[config.mk]
export PLATFORM = sky130hd
export DESIGN_NAME = iir_bank_flat
export DESIGN_NICKNAME = d
export VERILOG_FILES = /design/src/rtl/iir_bank_if.sv /design/src/rtl/iir_bank.sv /design/src/flat_wrapper.sv
export SDC_FILE = /design/constraint.sdc
export NUM_CORES = 2
export LEC_CHECK = 0
export CAP_MARGIN = 10
export CORE_MARGIN = 5
export CORE_UTILIZATION = 45
export CTS_CLUSTER_DIAMETER = 40
export DETAILED_ROUTE_END_ITERATION = 16
export GPL_ROUTABILITY_DRIVEN = 0
export PLACE_DENSITY_LB_ADDON = 0.25
export SYNTH_ARGS = -nofsm -noshare
export SYNTH_HDL_FRONTEND = slang
export SYNTH_SLANG_ARGS = --single-unit
[constraint.sdc]
create_clock -name clk -period 18.2 [get_ports clk]
set_input_delay 3.64 -clock clk [delete_from_list [all_inputs] [get_ports clk]]
set_output_delay 3.64 -clock clk [all_outputs]
set_load 0.01 [all_outputs]
[src/rtl/iir_bank_if.sv]
// Sample, coefficient and result signals of the iir_bank filter bank.
// The master is the producer/consumer side; the slave is the bank itself.
interface iir_bank_if #(
  parameter int W = 32
);
  logic         in_valid;
  logic [W-1:0] in_data;
  logic         in_ready;
  logic         cfg_we;
  logic [3:0]   cfg_ch;
  logic [1:0]   cfg_sel;
  logic [31:0]  cfg_data;
  logic         out_valid;
  logic [3:0]   out_ch;
  logic [W-1:0] out_data;

  modport master (
    output in_valid, in_data,
    output cfg_we, cfg_ch, cfg_sel, cfg_data,
    input  in_ready,
    input  out_valid, out_ch, out_data
  );

  modport slave (
    input  in_valid, in_data,
    input  cfg_we, cfg_ch, cfg_sel, cfg_data,
    output in_ready,
    output out_valid, out_ch, out_data
  );
endinterface

[src/rtl/iir_bank.sv]
// Time-multiplexed first-order IIR bank: NCH channels share one MAC and
// filter the same sample stream with per-channel sign-magnitude coefficients.
module iir_bank #(
  parameter int W     = 32,
  parameter int NCH   = 2,
  parameter int FRAC  = 16,
  parameter int AW    = 15,
  parameter int DEPTH = 32768
) (
  input  logic          clk,
  input  logic          rst,
  input  logic          clr,
  iir_bank_if.slave     bus,
  output logic [AW-1:0] src_addr
);
  localparam int ACCW  = W + 34;
  localparam int PW    = W + 32;
  localparam int CW    = (NCH > 1) ? $clog2(NCH) : 1;
  localparam int NSLOT = 1 << CW;
  localparam logic [W-1:0] MAXV = {1'b0, {(W-1){1'b1}}};
  localparam logic [W-1:0] MINV = {1'b1, {(W-1){1'b0}}};

  typedef enum logic [2:0] {IDLE, MAC0, MAC1, MAC2, OUT} state_e;

  state_e                 state_q, state_d;
  logic [3:0]             ch_q, ch_d;
  logic signed [W-1:0]    x_q, x_d;
  logic signed [W-1:0]    x1_q, x1_d;
  logic signed [ACCW-1:0] acc_q, acc_d;
  logic [AW-1:0]          addr_q, addr_d;
  logic [W-1:0]           od_q, od_d;
  logic [3:0]             oc_q, oc_d;
  logic signed [W-1:0]    y1_q [NSLOT];
  logic signed [W-1:0]    y1_d [NSLOT];
  logic [31:0]            a1_q [NSLOT];
  logic [31:0]            a1_d [NSLOT];
  logic [31:0]            b0_q [NSLOT];
  logic [31:0]            b0_d [NSLOT];
  logic [31:0]            b1_q [NSLOT];
  logic [31:0]            b1_d [NSLOT];

  logic [CW-1:0]          idx;
  logic [CW-1:0]          cidx;
  logic signed [31:0]     coef;
  logic signed [W-1:0]    opnd;
  logic signed [PW-1:0]   prod;
  logic signed [ACCW-1:0] sh;
  logic [W-1:0]           sat;
  logic                   rdy;
  logic                   ov;
  logic                   accept;

  function automatic logic signed [31:0] sm2tc(logic [31:0] c);
    logic signed [31:0] m;
    m = $signed({1'b0, c[30:0]});
    return c[31] ? -m : m;
  endfunction

  assign idx  = ch_q[CW-1:0];
  assign cidx = bus.cfg_ch[CW-1:0];
  assign sh   = acc_q >>> FRAC;
  // Result fits only when all bits above the W-bit sign agree with it.
  assign sat  = (&sh[ACCW-1:W-1] || ~|sh[ACCW-1:W-1]) ? sh[W-1:0]
              : (sh[ACCW-1] ? MINV : MAXV);

  assign rdy    = rst && (state_q == IDLE);
  assign accept = bus.in_valid && rdy && !clr;

  always_comb begin
    coef = sm2tc(b0_q[idx]);
    opnd = x_q;
    unique case (state_q)
      MAC1: begin
        coef = sm2tc(b1_q[idx]);
        opnd = x1_q;
      end
      MAC2: begin
        coef = sm2tc(a1_q[idx]);
        opnd = y1_q[idx];
      end
      default: ;
    endcase
    prod = PW'(coef) * PW'(opnd);
  end

  always_comb begin
    state_d = state_q;
    ch_d    = ch_q;
    x_d     = x_q;
    x1_d    = x1_q;
    acc_d   = acc_q;
    addr_d  = addr_q;
    od_d    = od_q;
    oc_d    = oc_q;
    y1_d    = y1_q;
    a1_d    = a1_q;
    b0_d    = b0_q;
    b1_d    = b1_q;
    ov      = 1'b0;

    if (bus.cfg_we && rdy && int'({28'd0, bus.cfg_ch}) < NCH) begin
      unique case (bus.cfg_sel)
        2'd0:    a1_d[cidx] = bus.cfg_data;
        2'd1:    b0_d[cidx] = bus.cfg_data;
        2'd2:    b1_d[cidx] = bus.cfg_data;
        default: ;
      endcase
    end

    unique case (state_q)
      IDLE: begin
        if (accept) begin
          x_d     = bus.in_data;
          acc_d   = '0;
          ch_d    = '0;
          addr_d  = (addr_q == AW'(DEPTH - 1)) ? '0 : addr_q + 1'b1;
          state_d = MAC0;
        end
      end
      MAC0: begin
        acc_d   = acc_q + ACCW'(prod);
        state_d = MAC1;
      end
      MAC1: begin
        acc_d   = acc_q + ACCW'(prod);
        state_d = MAC2;
      end
      MAC2: begin
        acc_d   = acc_q - ACCW'(prod);
        state_d = OUT;
      end
      OUT: begin
        ov        = 1'b1;
        od_d      = sat;
        oc_d      = ch_q;
        y1_d[idx] = sat;
        acc_d     = '0;
        if (ch_q != 4'(NCH - 1)) begin
          ch_d    = ch_q + 1'b1;
          state_d = MAC0;
        end else begin
          x1_d    = x_q;
          state_d = IDLE;
        end
      end
      default: state_d = IDLE;
    endcase

    // Clear drops only filter history; coefficients and address survive.
    if (clr) begin
      state_d = IDLE;
      x1_d    = '0;
      ov      = 1'b0;
      od_d    = od_q;
      oc_d    = oc_q;
      for (int i = 0; i < NSLOT; i++) y1_d[i] = '0;
    end
    if (!rst) ov = 1'b0;
  end

  always_ff @(posedge clk) begin
    if (!rst) begin
      state_q <= IDLE;
      ch_q    <= '0;
      x_q     <= '0;
      x1_q    <= '0;
      acc_q   <= '0;
      addr_q  <= '0;
      od_q    <= '0;
      oc_q    <= '0;
      for (int i = 0; i < NSLOT; i++) begin
        y1_q[i] <= '0;
        a1_q[i] <= '0;
        b0_q[i] <= '0;
        b1_q[i] <= '0;
      end
    end else begin
      state_q <= state_d;
      ch_q    <= ch_d;
      x_q     <= x_d;
      x1_q    <= x1_d;
      acc_q   <= acc_d;
      addr_q  <= addr_d;
      od_q    <= od_d;
      oc_q    <= oc_d;
      y1_q    <= y1_d;
      a1_q    <= a1_d;
      b0_q    <= b0_d;
      b1_q    <= b1_d;
    end
  end

  assign src_addr     = addr_q;
  assign bus.in_ready = rdy;
  assign bus.out_valid = ov;
  assign bus.out_ch   = ov ? ch_q : oc_q;
  assign bus.out_data = ov ? sat : od_q;
endmodule

[src/flat_wrapper.sv]
// flat-port wrapper written by rule: the top's interface ports become plain ports
module iir_bank_flat 
#(
  parameter int W     = 32,
  parameter int NCH   = 2,
  parameter int FRAC  = 16,
  parameter int AW    = 15,
  parameter int DEPTH = 32768
)
  (clk, rst, clr, src_addr, bus_in_valid, bus_in_data, bus_cfg_we, bus_cfg_ch, bus_cfg_sel, bus_cfg_data, bus_in_ready, bus_out_valid, bus_out_ch, bus_out_data);
  iir_bank_if #(.W(W)) bus_i ();
  input  logic clk;
  input  logic rst;
  input  logic clr;
  output logic [AW-1:0] src_addr;
  input wire logic [$bits(bus_i.in_valid)-1:0] bus_in_valid;
  input wire logic [$bits(bus_i.in_data)-1:0] bus_in_data;
  input wire logic [$bits(bus_i.cfg_we)-1:0] bus_cfg_we;
  input wire logic [$bits(bus_i.cfg_ch)-1:0] bus_cfg_ch;
  input wire logic [$bits(bus_i.cfg_sel)-1:0] bus_cfg_sel;
  input wire logic [$bits(bus_i.cfg_data)-1:0] bus_cfg_data;
  output wire logic [$bits(bus_i.in_ready)-1:0] bus_in_ready;
  output wire logic [$bits(bus_i.out_valid)-1:0] bus_out_valid;
  output wire logic [$bits(bus_i.out_ch)-1:0] bus_out_ch;
  output wire logic [$bits(bus_i.out_data)-1:0] bus_out_data;
  assign bus_i.in_valid = bus_in_valid;
  assign bus_i.in_data = bus_in_data;
  assign bus_i.cfg_we = bus_cfg_we;
  assign bus_i.cfg_ch = bus_cfg_ch;
  assign bus_i.cfg_sel = bus_cfg_sel;
  assign bus_i.cfg_data = bus_cfg_data;
  assign bus_in_ready = bus_i.in_ready;
  assign bus_out_valid = bus_i.out_valid;
  assign bus_out_ch = bus_i.out_ch;
  assign bus_out_data = bus_i.out_data;
  iir_bank #(.W(W), .NCH(NCH), .FRAC(FRAC), .AW(AW), .DEPTH(DEPTH)) u_core (.clk(clk), .rst(rst), .clr(clr), .bus(bus_i), .src_addr(src_addr));
endmodule
# Word level (Yosys, flattened, before mapping)
# Cells that the tools add are included.
[word_totals]
latch_bits = 0
regBits = 444
mem_bits_ro = 0
mem_count = 0
mem_bits_rw = 0
output_inout_bits = 53
elab_cells = 111
[op_classes]
add_sub_neg = 7
eq_ne = 10
mul = 1
reduce_logical = 26
n_bitwise = 5
shifts = 0
mux = 41
magnitude_cmp = 5
n_div = 0
[ops]
columns = ["operator", "count"]
rows = [
  ["32-bit two-way mux", 20],
  ["66-bit one-hot mux with 4 select lines", 1],
  ["64-bit bitwise mux", 4],
  ["32-bit one-hot mux with 2 select lines", 2],
  ["31-bit negation with 32-bit output", 3],
  ["66-bit by 64-bit adder with 66-bit output", 1],
  ["66-bit two-way mux", 1],
  ["66-bit by 64-bit subtractor with 66-bit output", 1],
  ["32-bit demux with 1-bit select", 2],
  ["32-bit by 32-bit multiplier with 64-bit output", 1],
  ["19-bit AND reduction", 1],
  ["19-bit OR reduction", 1],
  ["15-bit by 1-bit adder with 15-bit output, second input constant", 1],
  ["15-bit equality test, second input constant", 1],
  ["15-bit two-way mux", 1],
  ["3-bit one-hot mux with 5 select lines", 1],
  ["2-bit AND reduction", 7],
  ["4-bit two-way mux", 3],
  ["4-bit one-hot mux with 2 select lines", 1],
  ["1-bit logical AND", 7],
  ["3-bit by 2-bit equality test with 1-bit output, second input constant", 2],
  ["4-bit by 1-bit adder with 4-bit output, second input constant", 1],
  ["2-bit greater-or-equal comparator, second input constant", 2],
  ["2-bit by 1-bit less-than comparator with 1-bit output, second input constant", 2],
  ["other kinds (19)", 28],
]

# Longest topological paths before layout
[depth]
ltp_word = 10
depth_mapped = 70
ltp_nobuf = 55

# Worst setup path after synthesis
# No wires, ideal clock.
[synth_timing]
kind = "flip-flop to flip-flop"
startpoint = "register u_core.ch_q[0]"
endpoint = "register u_core.acc_q[65]"
stages_incl_launch_ff = 70
t_arrival_ps = 15281
period_less_slack_ps = 15398
setup_slack_ps = 2802
cell_sequence = "dfxtp_1 > buf_2 > buf_4 > buf_2 > buf_2 > buf_2 > buf_2 > buf_2 > buf_2 > buf_2 > buf_2 > buf_2 > mux2i_1 > ha_1 > o2111ai_1 > nor3b_1 > and2_1 > and3_1 > [34 not listed] > a311oi_1 > or3b_1 > or3_4 > nor2_1 > a21oi_1 > xnor2_1 > ha_1 > clkbuf_1 > inv_1 > nor2_1 > nor2_1 > nor2b_1 > a211oi_1 > o21ai_0 > a21o_1 > a221oi_1 > xnor3_1 > a22o_1"
[synth_between]
elab_chain_cells = 10
[synth_rtl]
columns = ["item", "line_no", "source"]
rows = [
  ["from (decl)", "iir_bank.sv:26", "logic [3:0] ch_q, ch_d;"],
  ["from (signal assigned)", "iir_bank.sv:179", "ch_q <= ch_d;"],
  ["1-bit NOT with 2-bit output (not written as such) (*)", "--", ""],
  ["32-bit two-way mux, on equally long branches (3 in series)", "iir_bank.sv:70, iir_bank.sv:74, iir_bank.sv:78", ""],
  ["31-bit negation with 32-bit output", "iir_bank.sv:56", "return c[31] ? -m : m;"],
  ["32-bit two-way mux", "iir_bank.sv:56", ""],
  ["32-bit one-hot mux with 2 select lines", "iir_bank.sv:72", "unique case (state_q)"],
  ["32-bit by 32-bit multiplier with 64-bit output (*)", "iir_bank.sv:83", "prod = PW'(coef) * PW'(opnd);"],
  ["66-bit by 64-bit subtractor with 66-bit output / 66-bit by 64-bit adder with 66-bit output (equally long branches)", "iir_bank.sv:129, iir_bank.sv:121, iir_bank.sv:125", ""],
  ["66-bit one-hot mux with 4 select lines (*)", "iir_bank.sv:110", "unique case (state_q)"],
  ["to (signal assigned)", "iir_bank.sv:167", "acc_q <= '0;"],
  ["to (signal assigned)", "iir_bank.sv:182", "acc_q <= acc_d;"],
  ["to (decl)", "iir_bank.sv:29", "logic signed [ACCW-1:0] acc_q, acc_d;"],
]
# Every way passes the cells marked *; elsewhere a longest branch is shown, timed or not. The select of a mux whose other input is x is not followed.
# A chain may end at the register's enable or synchronous reset.

# Worst setup path in the final report
# Ends and elaborated chain as after synthesis.

==> impl_metrics.tcl <==
set metrics [dict create \
    die_w_um 382.2 \
    firstDrtPassIters 9 \
    die-area_um2 146100 \
    io_buffer_count 127 \
    rsz0062_at_grt "false" \
    hold_viol_final 0 \
    critPathLaunch "u_core.ch_q[0]" \
    crit_fanout 39 \
    clockBufferDepth 3 \
    cts_tree "yes" \
    fin_crit_sh 0.8764 \
    via_per_inst 5.575 \
    syn2layout_area_growth_pct 9.696 \
    max-slew-margin-rel 0.1730 \
    cts_hold_buffers 0 \
    cts_sinks 444 \
    die_h_um 382.2 \
    overflow 0 \
    cts_buffers 77 \
    worstMarginPinSlew_ns 1.227 \
    cts_setup_buffers 0 \
    coreArea_um2 137500 \
    cp-end-kind "flop" \
    yosysWarnings 0 \
    yosysSeqAreaShare 0.1426 \
    p_leak_uw 0.03007 \
    path_common_cell "fa_1" \
    p_total_uw 3747 \
    yosysTopAreaCell "fa_1" \
    antenna_found_initial 2 \
    crit_family "adder cells" \
    synth.most_common_cell "nand2_1" \
    row_count 136 \
    power-per-cell-area_nw_per_um2 54.81 \
    boundaryPins 128 \
    arrival_ns 16.54 \
    synthFlopType "dfxtp_1" \
    final_nets 8830 \
    wl_per_cell_um 21.13 \
    synthArstFlopShare 0 \
    ys_types 96 \
    status "finished, final reports clean" \
    ant_nets 0 \
    layout.cells.non_filler 9270 \
    syn_nets 8911 \
    maxCapViolCount 0 \
    insertedDiodeCount 0 \
    synthDominantCellAreaShare 0.3478 \
    crit_required_ns 18.79 \
    synth-seq-cells 444 \
    clk_transition_reported_paths_ns 0.06 \
    power.ir.vdd_worst_v 0.00008617 \
    final_core_util 0.4973 \
    syn_inst 7497 \
    max_stage_delay_ns 1.11 \
    worst_setup_path_start_kind "flop" \
    synth_area_leaders "fa_1 (35%), dfxtp_1 (14%), nand2_1 (6.7%), inv_1 (6.5%), nor2_1 (5.5%)" \
    dp_hpwl_um 156700 \
    drt_iter0_drc 4247 \
    worstSetupPathType "reg2reg" \
    grt_start_max_net_pins 112 \
    vias 51680 \
    dp.cells 9131 \
    drive_gt1_frac 0.05471 \
    synth-edff-count 0 \
    h-tree-depth 3 \
    finalSetupTns_ns 0 \
    grt_pass1_wl_um 310400 \
    worstHoldPathType "reg2reg" \
    min_period_ns 15.95 \
    cp_slowest_cell "fa_1" \
    slew_viol_final 0 \
    start_util 0.4533 \
    synthTopCellsByCount "nand2_1 (1110), fa_1 (1083), inv_1 (1073), nor2_1 (906), dfxtp_1 (444)" \
    path_buf_inv 5 \
    syn-mean-instance-area_um2 8.314 \
    ctsResizeCount 0 \
    clkLatencyLatePin_ns 0.69 \
    reg2reg_from "u_core.ch_q[0]" \
    fmax_mhz 62.69 \
    root_buffer "clkbuf_16" \
    setup_viol 0 \
    grt_pass1_vias 52670 \
    multi_input_area_um2 48100 \
    fin_skew_ns 0.04631 \
    synthesis.area_um2 62330 \
    drc 0 \
    track_usage 0.2705 \
    num-fill-cells 12980 \
    worstHoldStart "u_core.x1_q[19]" \
    final-seq-area_um2 8896 \
    finalWirelength_um 195900 \
]
==> registers in the layout (all words and copies together) (netlist names) <==
register and cells:
u_core.a1_q 64, u_core.acc_q 66, u_core.b0_q 64, u_core.b1_q 64, u_core.ch_q 4, u_core.oc_q 4
u_core.od_q 32, u_core.src_addr 15, u_core.state_q 3, u_core.x1_q 32, u_core.x_q 32, u_core.y1_q 64
==> layout make-up <==
cell class	instances	area share
well taps	1794	0.03283
inverters	1078	0.05918
multi-input cells	5556	0.7034
clock buffers	90	0.03067
repair buffers	259	0.03329
clock inverters	49	0.01049
flip-flops and latches	444	0.1301
==> power by group <==
group          internal [µW]  switching (µW)  total (µW)  leakage (µW)
registers                996            36.1        1030       0.00358
logic                    395             751        1150        0.0251
clock network            985             585        1570       0.00135
total                   2380            1370        3750        0.0301
==> metrics by stage <==
step	instance area (µm²)	setup WS [ns]	hold WS, ns
after floorplan	62330	2.802	0.4249
after global placement	65560	2.853	0.4340
after detailed placement	65560	2.567	0.4422
after CTS	68370	2.476	0.4532
after global routing	68370	1.191	0.4663
final	68370	2.250	0.4512
==> placed cells by master (no fill, tap or decap), types with 19 or more instances in the layout <==
cell             instances
nor3_1                  64
and3_1                  22
a22oi_1                 47
nor4_1                  19
clkdlybuf4s50_1        126
clkbuf_16               78
nand3_1                 41
ha_1                   256
fa_1                  1083
nand4_1                 38
a211oi_1               118
inv_1                 1073
nor3b_1                 20
o21a_1                  42
nor2_1                 902
a21oi_1                275
or2_2                   46
a21boi_0               232
xor2_1                 119
nand2b_1                85
buf_4                  131
and2_1                  30
dfxtp_1                442
nor2b_1                 80
mux2i_1                119
a21o_1                  74
a21oi_2                 27
or3_1                   28
xnor2_1                147
o21ai_0                242
o211ai_1                23
nand2_1               1109
a31oi_1                 28
o31ai_1                 27
==> per-layer routing <==
metal  part of all wire  GRT usage
met1               0.43     0.3770
met2               0.45     0.4278
met3              0.079    0.04910
met4              0.036    0.08990
met5            0.00014          0
==> worst reg2reg max path, delay by kind of cell (launching register included) <==
family / cells / cell delay (ns)
AO/OA/AOI/OAI: 15 / 3.82
XOR/XNOR: 2 / 0.43
adder cells (fa/ha/maj): 10 / 5.60
buffers and inverters: 5 / 1.25
flip-flops: 1 / 0.68
multiplexers: 1 / 0.42
AND/OR/NAND/NOR: 14 / 3.63
==> cells by family (layout without fill, tap and decap cells) <==
group,count (synthesis),after routing,share of synthesized area
buffers and inverters,1497,1476,0.09095
flip-flops,444,444,0.1426
AND/OR/NAND/NOR,2538,2538,0.1742
AO/OA/AOI/OAI,1284,1284,0.1343
multiplexers,128,128,0.02090
XOR/XNOR,267,267,0.03774
adder cells (fa/ha/maj),1339,1339,0.3992
==> final timing paths <==
path,slack [ns],cells past startpoint,endpoint
hold / removal,0.45,2,u_core.x1_q[19]
setup / recovery,2.25,47,u_core.acc_q[65]
setup reg to reg,2.25,47,u_core.acc_q[65]
hold reg to reg,0.45,2,u_core.x1_q[19]
Note: power is estimated with default switching activity, not from simulation.
